--- config.mk ---
export PLATFORM = sky130hd
export DESIGN_NAME = alu_flat
export DESIGN_NICKNAME = d
export VERILOG_FILES = /design/src/rtl/alu_if.sv /design/src/rtl/alu.sv /design/src/flat_wrapper.sv
export SDC_FILE = /design/constraint.sdc
export NUM_CORES = 1
export LEC_CHECK = 0
export ABC_AREA = 1
export BUFFER_PORTS_ARGS = -buffer_cell sky130_fd_sc_hd__buf_2
export CAP_MARGIN = 10
export CORE_MARGIN = 5
export CORE_UTILIZATION = 61
export DETAILED_ROUTE_END_ITERATION = 12
export PLACE_DENSITY = 0.82
export SYNTH_ARGS = -nofsm -noshare
export SYNTH_HDL_FRONTEND = slang
export SYNTH_SLANG_ARGS = --single-unit
--- constraint.sdc ---
create_clock -name clk -period 3.4 [get_ports clk]
set_input_delay 0.17 -clock clk [delete_from_list [all_inputs] [get_ports clk]]
set_output_delay 0.17 -clock clk [all_outputs]
set_load 0.005 [all_outputs]
--- src/rtl/alu_if.sv ---
`default_nettype none
// ============================================================================
// Module   : alu_if
// Brief    : Operand/opcode request and registered result/flag bundle for alu.
// Revision : 1.0
// ============================================================================
interface alu_if #(
    parameter int WIDTH = 8
);
    logic             in_valid;
    logic [WIDTH-1:0] a;
    logic [WIDTH-1:0] b;
    logic [3:0]       op;
    logic [WIDTH-1:0] result;
    logic             out_valid;
    logic             zero;
    logic             carry;
    logic             overflow;
    logic             negative;

    modport master (
        output in_valid, a, b, op,
        input  result, out_valid, zero, carry, overflow, negative
    );

    modport slave (
        input  in_valid, a, b, op,
        output result, out_valid, zero, carry, overflow, negative
    );
endinterface
`default_nettype wire

--- src/rtl/alu.sv ---
`default_nettype none
// ============================================================================
// Module   : alu
// Brief    : Single-cycle-latency 16-op ALU with registered result and flags.
// Revision : 1.0
// ============================================================================
module alu #(
    parameter int WIDTH = 8
) (
    input  wire logic clk,
    input  wire logic rst,
    alu_if.slave      bus
);
    localparam int       c_shw    = $clog2(WIDTH);
    localparam logic [3:0] c_op_add  = 4'd0;
    localparam logic [3:0] c_op_sub  = 4'd1;
    localparam logic [3:0] c_op_and  = 4'd2;
    localparam logic [3:0] c_op_or   = 4'd3;
    localparam logic [3:0] c_op_xor  = 4'd4;
    localparam logic [3:0] c_op_not  = 4'd5;
    localparam logic [3:0] c_op_nand = 4'd6;
    localparam logic [3:0] c_op_nor  = 4'd7;
    localparam logic [3:0] c_op_shl  = 4'd8;
    localparam logic [3:0] c_op_shr  = 4'd9;
    localparam logic [3:0] c_op_sar  = 4'd10;
    localparam logic [3:0] c_op_rol  = 4'd11;
    localparam logic [3:0] c_op_ror  = 4'd12;
    localparam logic [3:0] c_op_inc  = 4'd13;
    localparam logic [3:0] c_op_dec  = 4'd14;
    localparam logic [3:0] c_op_slt  = 4'd15;

    logic [WIDTH-1:0] w_opb;
    logic             w_is_sub;
    logic [WIDTH:0]   w_addsub;
    logic             w_add_ovf;
    logic             w_sub_ovf;
    logic [c_shw-1:0] w_sh;
    logic [c_shw:0]   w_rsh;
    logic [WIDTH:0]   w_shl;
    logic [WIDTH:0]   w_shr;
    logic [WIDTH:0]   w_sar;
    logic [WIDTH-1:0] w_rol;
    logic [WIDTH-1:0] w_ror;
    logic [WIDTH-1:0] w_res;
    logic             w_carry;
    logic             w_ovf;

    logic [WIDTH-1:0] r_result;
    logic             r_out_valid;
    logic             r_zero;
    logic             r_carry;
    logic             r_overflow;
    logic             r_negative;

    // INC/DEC reuse the ADD/SUB datapath with a constant second operand of 1.
    assign w_opb    = (bus.op == c_op_inc || bus.op == c_op_dec) ? WIDTH'(1) : bus.b;
    assign w_is_sub = (bus.op == c_op_sub || bus.op == c_op_dec);
    assign w_addsub = w_is_sub ? ({1'b0, bus.a} - {1'b0, w_opb})
                               : ({1'b0, bus.a} + {1'b0, w_opb});
    assign w_add_ovf = (bus.a[WIDTH-1] == w_opb[WIDTH-1]) &&
                       (w_addsub[WIDTH-1] != bus.a[WIDTH-1]);
    assign w_sub_ovf = (bus.a[WIDTH-1] != w_opb[WIDTH-1]) &&
                       (w_addsub[WIDTH-1] != bus.a[WIDTH-1]);

    // Shifts run one bit wider so the departing bit lands in the extra slot;
    // a zero shift leaves that slot at 0, giving carry 0 for free.
    assign w_sh  = bus.b[c_shw-1:0];
    assign w_rsh = (c_shw+1)'(WIDTH) - {1'b0, w_sh};
    assign w_shl = {1'b0, bus.a} << w_sh;
    assign w_shr = {bus.a, 1'b0} >> w_sh;
    assign w_sar = $signed({bus.a, 1'b0}) >>> w_sh;
    assign w_rol = (bus.a << w_sh) | (bus.a >> w_rsh);
    assign w_ror = (bus.a >> w_sh) | (bus.a << w_rsh);

    always_comb begin
        w_res   = '0;
        w_carry = 1'b0;
        w_ovf   = 1'b0;
        case (bus.op)
            c_op_add, c_op_inc: begin
                w_res   = w_addsub[WIDTH-1:0];
                w_carry = w_addsub[WIDTH];
                w_ovf   = w_add_ovf;
            end
            c_op_sub, c_op_dec: begin
                w_res   = w_addsub[WIDTH-1:0];
                w_carry = w_addsub[WIDTH];
                w_ovf   = w_sub_ovf;
            end
            c_op_and:  w_res = bus.a & bus.b;
            c_op_or:   w_res = bus.a | bus.b;
            c_op_xor:  w_res = bus.a ^ bus.b;
            c_op_not:  w_res = ~bus.a;
            c_op_nand: w_res = ~(bus.a & bus.b);
            c_op_nor:  w_res = ~(bus.a | bus.b);
            c_op_shl: begin
                w_res   = w_shl[WIDTH-1:0];
                w_carry = w_shl[WIDTH];
            end
            c_op_shr: begin
                w_res   = w_shr[WIDTH:1];
                w_carry = w_shr[0];
            end
            c_op_sar: begin
                w_res   = w_sar[WIDTH:1];
                w_carry = w_sar[0];
            end
            c_op_rol:  w_res = w_rol;
            c_op_ror:  w_res = w_ror;
            c_op_slt:  w_res = {{(WIDTH-1){1'b0}}, ($signed(bus.a) < $signed(bus.b))};
            default:   w_res = '0;
        endcase
    end

    always_ff @(posedge clk) begin
        if (rst) begin
            r_result    <= '0;
            r_out_valid <= 1'b0;
            r_zero      <= 1'b1;
            r_carry     <= 1'b0;
            r_overflow  <= 1'b0;
            r_negative  <= 1'b0;
        end else if (bus.in_valid) begin
            r_result    <= w_res;
            r_out_valid <= 1'b1;
            r_zero      <= (w_res == '0);
            r_carry     <= w_carry;
            r_overflow  <= w_ovf;
            r_negative  <= w_res[WIDTH-1];
        end else begin
            r_out_valid <= 1'b0;
        end
    end

    assign bus.result    = r_result;
    assign bus.out_valid = r_out_valid;
    assign bus.zero      = r_zero;
    assign bus.carry     = r_carry;
    assign bus.overflow  = r_overflow;
    assign bus.negative  = r_negative;
endmodule
`default_nettype wire

--- src/flat_wrapper.sv ---
// flat-port wrapper written by rule: the top's interface ports become plain ports
module alu_flat 
#(
    parameter int WIDTH = 8
)
  (clk, rst, bus_in_valid, bus_a, bus_b, bus_op, bus_result, bus_out_valid, bus_zero, bus_carry, bus_overflow, bus_negative);
  alu_if #(.WIDTH(WIDTH)) bus_i ();
  input  wire logic clk;
  input  wire logic rst;
  input wire logic [$bits(bus_i.in_valid)-1:0] bus_in_valid;
  input wire logic [$bits(bus_i.a)-1:0] bus_a;
  input wire logic [$bits(bus_i.b)-1:0] bus_b;
  input wire logic [$bits(bus_i.op)-1:0] bus_op;
  output wire logic [$bits(bus_i.result)-1:0] bus_result;
  output wire logic [$bits(bus_i.out_valid)-1:0] bus_out_valid;
  output wire logic [$bits(bus_i.zero)-1:0] bus_zero;
  output wire logic [$bits(bus_i.carry)-1:0] bus_carry;
  output wire logic [$bits(bus_i.overflow)-1:0] bus_overflow;
  output wire logic [$bits(bus_i.negative)-1:0] bus_negative;
  assign bus_i.in_valid = bus_in_valid;
  assign bus_i.a = bus_a;
  assign bus_i.b = bus_b;
  assign bus_i.op = bus_op;
  assign bus_result = bus_i.result;
  assign bus_out_valid = bus_i.out_valid;
  assign bus_zero = bus_i.zero;
  assign bus_carry = bus_i.carry;
  assign bus_overflow = bus_i.overflow;
  assign bus_negative = bus_i.negative;
  alu #(.WIDTH(WIDTH)) u_core (.clk(clk), .rst(rst), .bus(bus_i));
endmodule
== Yosys cells after proc, flatten, opt, wreduce, memory -nomap -nowiden ==
Index checks and enable logic that the tools add are counted.

* Add/sub/neg operators: 3
* Magnitude comparators: 1
* Equality and inequality tests: 18
* Shift-type cells: 7
* Muxes and demuxes: 6
* Bitwise operators: 8
* Reductions and logical operators: 9

{| class="wikitable"
|+ Operators by type and width
! cell !! number
|-
| $pmux 8 s13 || 1
|-
| $eq 4x4->1 const B || 8
|-
| $not 8->8 || 3
|-
| $or 8x8->8 || 3
|-
| $eq 4x3->1 const B || 4
|-
| $add 8x8->9 || 1
|-
| $mux 9 || 1
|-
| $shl 8x3->9 || 1
|-
| $shr 9x3->9 || 1
|-
| $sshr 9x3->9 || 1
|-
| $sub 8x8->9 || 1
|-
| $and 8x8->8 || 1
|-
| $eq 4x2->1 const B || 2
|-
| $logic_not 8->1 || 1
|-
| $lt 8x8->1 || 1
|-
| $mux 8 || 1
|-
| $shl 8x3->8 || 1
|-
| $shl 8x4->8 || 1
|-
| $shr 8x3->8 || 1
|-
| $shr 8x4->8 || 1
|-
| $xor 8x8->8 || 1
|-
| $eq 4x1->1 const B || 1
|-
| $logic_not 4->1 || 1
|-
| $pmux 1 s4 || 1
|-
| 9 further kinds || 13
|}

* Bits in registers: 13
* Input port bits: 23
* Output and inout bits: 13
* Word-level logic and storage cells: 58

== Depth between registers and ports, before layout ==
Gate-level depths: netlist of the first run.

* Depth after elaboration: 8
* Mapped depth: 26

== Worst setup path after synthesis of the first run ==
Ideal clock, no wire load.

* Path type: input port to flip-flop
* From: input bus_b[0]
* To: register u_core.r_zero (netlist: u_core.bus.zero)
* Setup time: 0.058 ns
* Arrival: 2.477 ns
* Data required time: 3.342 ns
* Path slack: 0.865 ns
* Cell stages on the path: 21
* Path buffers: 2
* Cells stage by stage: buf_4 buf_2 nor2_2 ha_1 inv_1 nor2_1 a21oi_1 xnor2_1 inv_1 ha_1 inv_1 o21bai_1 nand3_1 nand3_1 xor2_1 nand2_1 nand2_1 inv_2 nor2_1 nand2_1 nand2_1

* Cells in the longest elaborated chain, start to end: 5
* Elaborated cells between the ends (all ways): 22
* Classes of those cells: 3 x add/sub; 1 x order compare; 7 x shift; 3 x mux; 7 x bitwise; 1 x reduce/logical

{| class="wikitable"
|+ RTL lines
! item !! RTL line !! text
|-
| start: declaration || flat_wrapper.sv:12 || <nowiki>input wire logic [$bits(bus_i.b)-1:0] bus_b;</nowiki>
|-
| $sub 4x3->4 / $mux 8 (equally long branches) || alu.sv:68, alu.sv:56 ||
|-
| $shl 8x4->8 (tied with other cells) || alu.sv:73 || <nowiki>assign w_ror = (bus.a >> w_sh) | (bus.a << w_rsh);</nowiki>
|-
| $or 8x8->8 (tied with other cells) || alu.sv:73 ||
|-
| $pmux 8 s13 * || alu.sv:79 || <nowiki>case (bus.op)</nowiki>
|-
| $logic_not 8->1 * || alu.sv:126 || <nowiki>r_zero <= (w_res == '0);</nowiki>
|-
| end signal: assignment || alu.sv:126 ||
|-
| end: declaration || alu.sv:50 || <nowiki>logic r_zero;</nowiki>
|}

Every way passes the cells marked *; elsewhere a longest branch is shown, timed or not.
A chain may end at the register's enable or synchronous reset.

== Worst setup path after layout of the first run ==
* From: input bus_op[1]
* To: register u_core.r_zero (netlist: u_core.bus.zero)

* Cells in the longest elaborated chain, start to end: 7
* Elaborated cells between the ends (all ways): 25
* Classes of those cells: 2 x add/sub; 15 x eq/ne; 3 x mux; 5 x reduce/logical

{| class="wikitable"
|+ RTL lines
! item !! RTL line !! text
|-
| start: declaration || flat_wrapper.sv:13 || <nowiki>input wire logic [$bits(bus_i.op)-1:0] bus_op;</nowiki>
|-
| $eq 4x4->1, on equally long branches || alu.sv:56, alu.sv:79, alu.sv:57 ||
|-
| $logic_or 1x1->1 || alu.sv:56 || <nowiki>assign w_opb = (bus.op == c_op_inc || bus.op == c_op_dec) ? WIDTH'(1) : bus.b;</nowiki>
|-
| $mux 8 || alu.sv:56 ||
|-
| $add 8x8->9 / $sub 8x8->9 (equally long branches) || alu.sv:59, alu.sv:58 ||
|-
| $mux 9 || alu.sv:58 || <nowiki>assign w_addsub = w_is_sub ? ({1'b0, bus.a} - {1'b0, w_opb})</nowiki>
|-
| $pmux 8 s13 * || alu.sv:79 ||
|-
| $logic_not 8->1 * || alu.sv:126 ||
|}

Marked as above.

==> results of run 1 <==
## area by class of cell
cell class	instances	area share
clock buffer	4	0.0155
inverter	77	0.0813
multi-input combinational	536	0.758
sequential	12	0.0676
tap	70	0.0246
timing repair buffer	37	0.0535
## per-stage QoR
stage | std cells | hold slack [ns] | power [uW] | cell area, um2
2_1_floorplan | 641 | 0.239 | 551 | 3320
3_3_place_gp | 732 | 0.392 | 679 | 3500
3_5_place_dp | 732 | 0.398 | 688 | 3500
4_1_cts | 736 | 0.151 | 848 | 3560
5_1_grt | 736 | 0.151 | 937 | 3560
6_report | 736 | 0.154 | 866 | 3560
## worst max-delay path: stages
cell and delay (ns):
buf_2 0.13, inv_2 0.07, nand2_2 0.11, nand2_2 0.08
nand2_4 0.10, inv_2 0.06, nor2_2 0.12, ha_1 0.18
inv_1 0.04, nor2_1 0.16, a21oi_1 0.10, xnor2_1 0.14
inv_1 0.05, ha_1 0.34, inv_1 0.06, o21bai_1 0.19
nand3_1 0.09, nand3_1 0.10, xor2_1 0.23, nand2_1 0.10
nand2_1 0.10, inv_2 0.03, nor2_1 0.08, nand2_1 0.05
nand2_1 0.05
## layer usage
layer | routed length, um | up-vias | GRT usage
met3 | 1240 | 54 | 0.0523
met5 | 0 | - | 0
li1 | - | 2099 | -
met1 | 4870 | 1844 | 0.421
met2 | 4710 | 304 | 0.494
met4 | 584 | 0 | 0.171
## cells by family (layout without fill, tap and decap cells)
kind of cell,after synthesis,in the layout,synth area share
flip-flops,12,12,0.0724
buffers and inverters,93,118,0.116
adder cells (fa/ha/maj),36,36,0.138
AO/OA/AOI/OAI,67,67,0.113
XOR/XNOR,12,12,0.0317
AND/OR/NAND/NOR,421,421,0.529
## registers in the layout, summed over array words and instances (netlist names)
name / count
u_core.bus.out_valid: 1
u_core.bus.zero: 1
u_core.bus.negative: 1
u_core.bus.carry: 1
u_core.bus.overflow: 1
u_core.bus.result: 7
## power breakdown
| group | total [uW] | switching, uW | internal (uW) |
|---|---|---|---|
| Sequential | 158 | 5.27 | 153 |
| Clock | 159 | 56.4 | 103 |
| Combinational | 549 | 366 | 183 |
## how the worst max path moves through the flow
stage	end	slack [ns]	cells after the start
2_1_floorplan	u_core.bus.zero	0.87	21
3_3_place_gp	u_core.bus.zero	0.54	25
3_5_place_dp	u_core.bus.zero	0.42	25
4_1_cts	u_core.bus.zero	0.66	25
5_1_grt	u_core.bus.zero	0.27	25
6_report	u_core.bus.zero	0.64	25
## layout by cell type, fill, tap and decap left out, types with 4 or more instances in the layout
master | netlist | layout
a21oi_1 | 21 | 21
buf_2 | 4 | 35
clkbuf_8 | 0 | 4
dfxtp_1 | 12 | 12
ha_1 | 35 | 35
inv_1 | 64 | 64
inv_2 | 13 | 13
nand2_1 | 245 | 245
nand2_2 | 8 | 8
nand3_1 | 76 | 76
nand4_1 | 11 | 11
nor2_1 | 69 | 69
o211ai_1 | 6 | 6
o21ai_0 | 22 | 22
o21ai_1 | 10 | 10
xnor2_1 | 7 | 7
xor2_1 | 5 | 5
==> impl_metrics.yaml, run 1 <==
detailed_routing:
  drt-initial-drc-count: 458
  wl_per_cell_um: 15.5
  firstDrtPassIters: 6
  vias: 4301
  antenna_left: 0
  via_per_inst: 5.84
  remaining_drc_errors: 0
  drt-total-wl_um: 11400
timing:
  fin_crit_sh: 0.812
  fmax_mhz: 362
  finalHoldViolCount: 0
  finalCriticalPeriod_ns: 2.76
  final_max_slew_viol_count: 0
  setup_viol: 0
  rsz0062_at_grt: "no"
  fin_setup_tns_ns: 0
  tightest_slew_ns: 0.610
  fin_ws_ns: 0.639
  skew_ns: 0
  relSlewSlack: 0.592
synthesis:
  async_reset_ff_frac: 0
  yosysTopAreaCellShare: 0.277
  avgSynthCellArea_um2: 5.18
  synth_area_leaders: "nand2_1 28%, ha_1 13%, nand3_1 11%"
  syn_inst: 641
  yosysTopAreaCell: "nand2_1"
  syn-num-nets: 700
  ys_seq_elements: 12
  synthTopCellsByCount: "245 x nand2_1, 76 x nand3_1, 69 x nor2_1, 64 x inv_1, 35 x ha_1"
  synth-edff-count: 0
  yosysSeqAreaShare: 0.0724
  yosysWarningCount: 0
  ys_dominant_reg_cell: "dfxtp_1"
  syn_area_um2: 3320
  synth_cell_types: 35
  yosysMostFrequentCell: "nand2_1"
global_route:
  antenna_found_initial: 0
  grt_pass1_wl_um: 18700
  grt-ovfl-total: 0
  first_global_vias: 4021
  grt_max_degree: 21
  grtUsageTotal: 0.319
critical_path:
  worstSetupStartpoint: "bus_op[1]"
  startpoint_type: "primary input"
  reg2regPathDepth: 2
  critPathRequiredTime_ns: 3.59
  critPathKind: "in -> reg"
  rr_endpoint: "u_core.bus.negative"
  reg2reg_slack_ns: 2.73
  crit_fanout: 7
  cp.arrival_ns: 2.95
  end_kind: "flip-flop"
  r2r-start: "u_core.bus.negative"
floorplan:
  start_util: 0.637
  ios: 36
  std_cell_rows: 26
  dieWidth_um: 83.8
  die_y_um: 83.8
  core_area_um2: 5200
  die_area_um2: 7010
power_and_ir_drop:
  power.leakage_uw: 0.00206
  vdd_drop_max_v: 0.000283
  p_per_area_nw_per_um2: 243
clocking:
  cts_buffers: 3
  post_cts_buffers: 0
  clock_path_buffers: 2
  cts_resized: 0
  hold_buffers: 0
  path_clk_slew_ns: 0.05
  h-tree-depth: 1
  cts_tree: "built"
  cts_root_buf: "clkbuf_8"
  cts.sinks: 12
  clk_latency_ns: 0.24
placed_design:
  hpwlAfterDp_um: 8820
  place_worst_setup_slack_ns: 0.417
  port_buffers: 35
  gp_congestion: 1.03
layout:
  seq_area_um2: 240
  diodes: 0
  final_util: 0.683
  nFillCells: 543
  drive_gt1_frac: 0.107
  fin_nets: 726
  area_delta_synth_final_pct: 7.16
  multi_input_area_um2: 2690
run_status:
  outcome: "complete, no violations"
min_path:
  holdPathStages: 2
  hold_start: "rst"
  holdPathEnd: "u_core.bus.out_valid"
  hold_class: "in -> reg"
run:
  cap_violations: 0
Note: power is estimated with default switching activity, not from simulation.
==> inputs of run 2 (changes only) <==
--- a/config.mk
+++ b/config.mk
@@ -5,13 +5,13 @@
 export SDC_FILE = /design/constraint.sdc
 export NUM_CORES = 1
 export LEC_CHECK = 0
-export ABC_AREA = 1
+export ABC_AREA = 0
 export BUFFER_PORTS_ARGS = -buffer_cell sky130_fd_sc_hd__buf_2
 export CAP_MARGIN = 10
 export CORE_MARGIN = 5
-export CORE_UTILIZATION = 61
+export CORE_UTILIZATION = 56
 export DETAILED_ROUTE_END_ITERATION = 12
-export PLACE_DENSITY = 0.82
+export PLACE_DENSITY = 0.79
 export SYNTH_ARGS = -nofsm -noshare
 export SYNTH_HDL_FRONTEND = slang
 export SYNTH_SLANG_ARGS = --single-unit
==> constraint.sdc (replaced) <==
create_clock -name clk -period 2.33 [get_ports clk]
set_input_delay 0.1165 -clock clk [delete_from_list [all_inputs] [get_ports clk]]
set_output_delay 0.1165 -clock clk [all_outputs]
set_load 0.005 [all_outputs]
==> run 2 against run 1 <==
Compared with the run above: power increased by 110%; critical path depth down 11; clock power up 50%; design area grew 49%; largest power group unchanged; the flow now finishes with violations (setup timing); first-iteration DRC count up 35%; via count is 15% higher; die area up 17%.
==> impl_metrics.yaml, run 2 <==
clocking:
  h-tree-depth: 1
  cts.sinks: 12
  cts_root_buf: "clkbuf_8"
  cts_tree: "built"
  path_clk_slew_ns: 0.06
  clk_latency_ns: 0.25
  clock_path_buffers: 2
  cts_buffers: 3
  hold_buffers: 0
critical_path:
  crit_fanout: 5
  critPathRequiredTime_ns: 2.51
  end_kind: "flip-flop"
  cp.arrival_ns: 2.86
  startpoint_type: "primary input"
  critPathKind: "in -> reg"
floorplan:
  core_area_um2: 6350
  die_area_um2: 8210
  std_cell_rows: 29
  dieWidth_um: 90.6
  die_y_um: 90.6
  ios: 36
  start_util: 0.573
timing:
  rsz0062_at_grt: "yes"
  setup_viol: 8
  final_max_slew_viol_count: 0
  finalCriticalPeriod_ns: 2.68
  fin_ws_ns: -0.351
  finalHoldViolCount: 0
  skew_ns: 0
  tightest_slew_ns: 0.617
  fin_crit_sh: 1.15
  relSlewSlack: 0.578
  fmax_mhz: 373
synthesis:
  yosysWarningCount: 0
  synth-edff-count: 0
  synth_xor_area_frac: 0.0378
  yosysMostFrequentCell: "nand2_1"
  synth_mux_area_frac: 0.135
  synth_area_leaders: "ha_1 12%, dfxtp_1 6.6%, a21oi_1 5.1%"
  synthAdderAreaFrac: 0.126
  yosysTopAreaCell: "ha_1"
  syn_area_um2: 3640
  yosysSeqAreaShare: 0.0660
  async_reset_ff_frac: 0
  ys_dominant_reg_cell: "dfxtp_1"
  syn-num-nets: 562
  synth_cell_types: 82
  synthTopCellsByCount: "43 x nand2_1, 37 x a21oi_1, 36 x nor2_1, 35 x ha_1, 33 x o21ai_0"
  syn_inst: 503
  avgSynthCellArea_um2: 7.24
  yosys.area_share.simple: 0.239
  synth-compound-area-share: 0.307
  ys_seq_elements: 12
  synth_top_family_by_area: "compound AO/OA/AOI/OAI gates"
  yosysTopAreaCellShare: 0.120
global_route:
  first_global_vias: 4576
  grtUsageTotal: 0.360
  grt-ovfl-total: 0
  antenna_found_initial: 0
  grt_max_degree: 32
  grt_pass1_wl_um: 24200
run_status:
  outcome: "finished with violations"
  violations: "setup timing"
layout:
  fin_nets: 694
  final_util: 0.833
  final_common_cell: "buf_4"
  largest_reg_flops: 7
  final_cell_mix: "130 x buf_4, 40 x nand2_1, 32 x nor2_1, 32 x ha_1, 30 x buf_2"
  drive_gt1_frac: 0.412
  fin_cells: 711
  diodes: 0
  area_delta_synth_final_pct: 45.3
  fin_area_um2: 5290
power_and_ir_drop:
  swShare: 0.445
  sequentialPowerShare: 0.124
  vdd_drop_max_v: 0.000471
  p_per_area_nw_per_um2: 351
  internal_power_uw: 1030
  power.leakage_uw: 0.00237
  switchingPower_uw: 825
  total_power_uw: 1850
  p_comb_frac: 0.747
  pwr-share-clk: 0.128
placed_design:
  hpwlAfterDp_um: 11900
  place_inst: 688
  port_buffers: 35
  placed_cell_area_um2: 4760
  gp_congestion: 1.03
  place_worst_setup_slack_ns: -0.568
detailed_routing:
  vias: 4965
  wl_per_cell_um: 24.1
  drt-total-wl_um: 17100
  via_per_inst: 6.98
  antenna_left: 0
  remaining_drc_errors: 0
  drt-initial-drc-count: 620
  firstDrtPassIters: 6
run:
  cap_violations: 0
min_path:
  hold_class: "in -> reg"
[run 2: layout make-up]
type                    instances  area, um2
clock buffers                   4       55.1
fillers                       385       1060
inverters                      27        103
multi-input cells             418       3480
flip-flops and latches         12        240
well taps                      77       96.3
repair buffers                173       1320
[run 2: kinds of logic (layout without fill, tap and decap cells)]
group	count (synthesis)	after routing
flip-flops	12	12
buffers and inverters	73	204
AO/OA/AOI/OAI	163	163
AND/OR/NAND/NOR	169	169
XOR/XNOR	14	14
adder cells (fa/ha/maj)	36	36
multiplexers	36	36
[run 2: what timing repair did]
item | in CTS | in global routing
setup buffers | 8 | 11
endpoints found under the setup margin | 9 | 10
resized for setup | 35 | 33
cloned | 0 | 0
pin swaps | 26 | 10
[run 2: per-layer routing]
layer  up-vias  part of all wire  global-route usage
li1       2145                 -                   -
met2       400              0.46               0.586
met3       132              0.11              0.0683
met4         0             0.076               0.197
met1      2288              0.36               0.443
met5         -                 0                   0
[run 2: path summary, 6_finish.rpt]
kind	from	to	slack, ns	depth (start not counted)
setup reg to reg	u_core.bus.result[4]	u_core.bus.result[4]	1.65	3
hold reg to reg	u_core.bus.overflow	u_core.bus.overflow	0.48	2
setup / recovery	bus_b[1]	u_core.bus.zero	-0.35	14
hold / removal	rst	u_core.bus.result[5]	0.22	2
[run 2: power groups by stage]
| stage | Sequential (uW) | Combinational (uW) | Clock, uW |
|---|---|---|---|
| 2_1_floorplan | 236 | 687 | 0 |
| 3_3_place_gp | 233 | 1100 | 0 |
| 3_5_place_dp | 234 | 1130 | 0 |
| 4_1_cts | 230 | 1190 | 233 |
| 5_1_grt | 232 | 1450 | 244 |
| 6_report | 230 | 1380 | 238 |
[run 2: metrics by stage]
step / hold WS (ns) / setup TNS, ns
after global routing: 0.238 / -2.65
after global placement: 0.417 / -3.97
after floorplan: 0.188 / -2.05
final: 0.218 / -1.81
after detailed placement: 0.442 / -4.41
after CTS: 0.204 / -0.658
[run 2: worst max-delay path: stages]
cell and delay (ns):
buf_12 0.11, or3_4 0.39, nor3_4 0.18, nor3_1 0.10
o21ai_1 0.19, o221ai_2 0.12, ha_1 0.31, or2_4 0.24
a21oi_2 0.16, a31oi_1 0.07, xor2_1 0.18, o32a_1 0.19
a2111o_1 0.37, o21ai_2 0.11
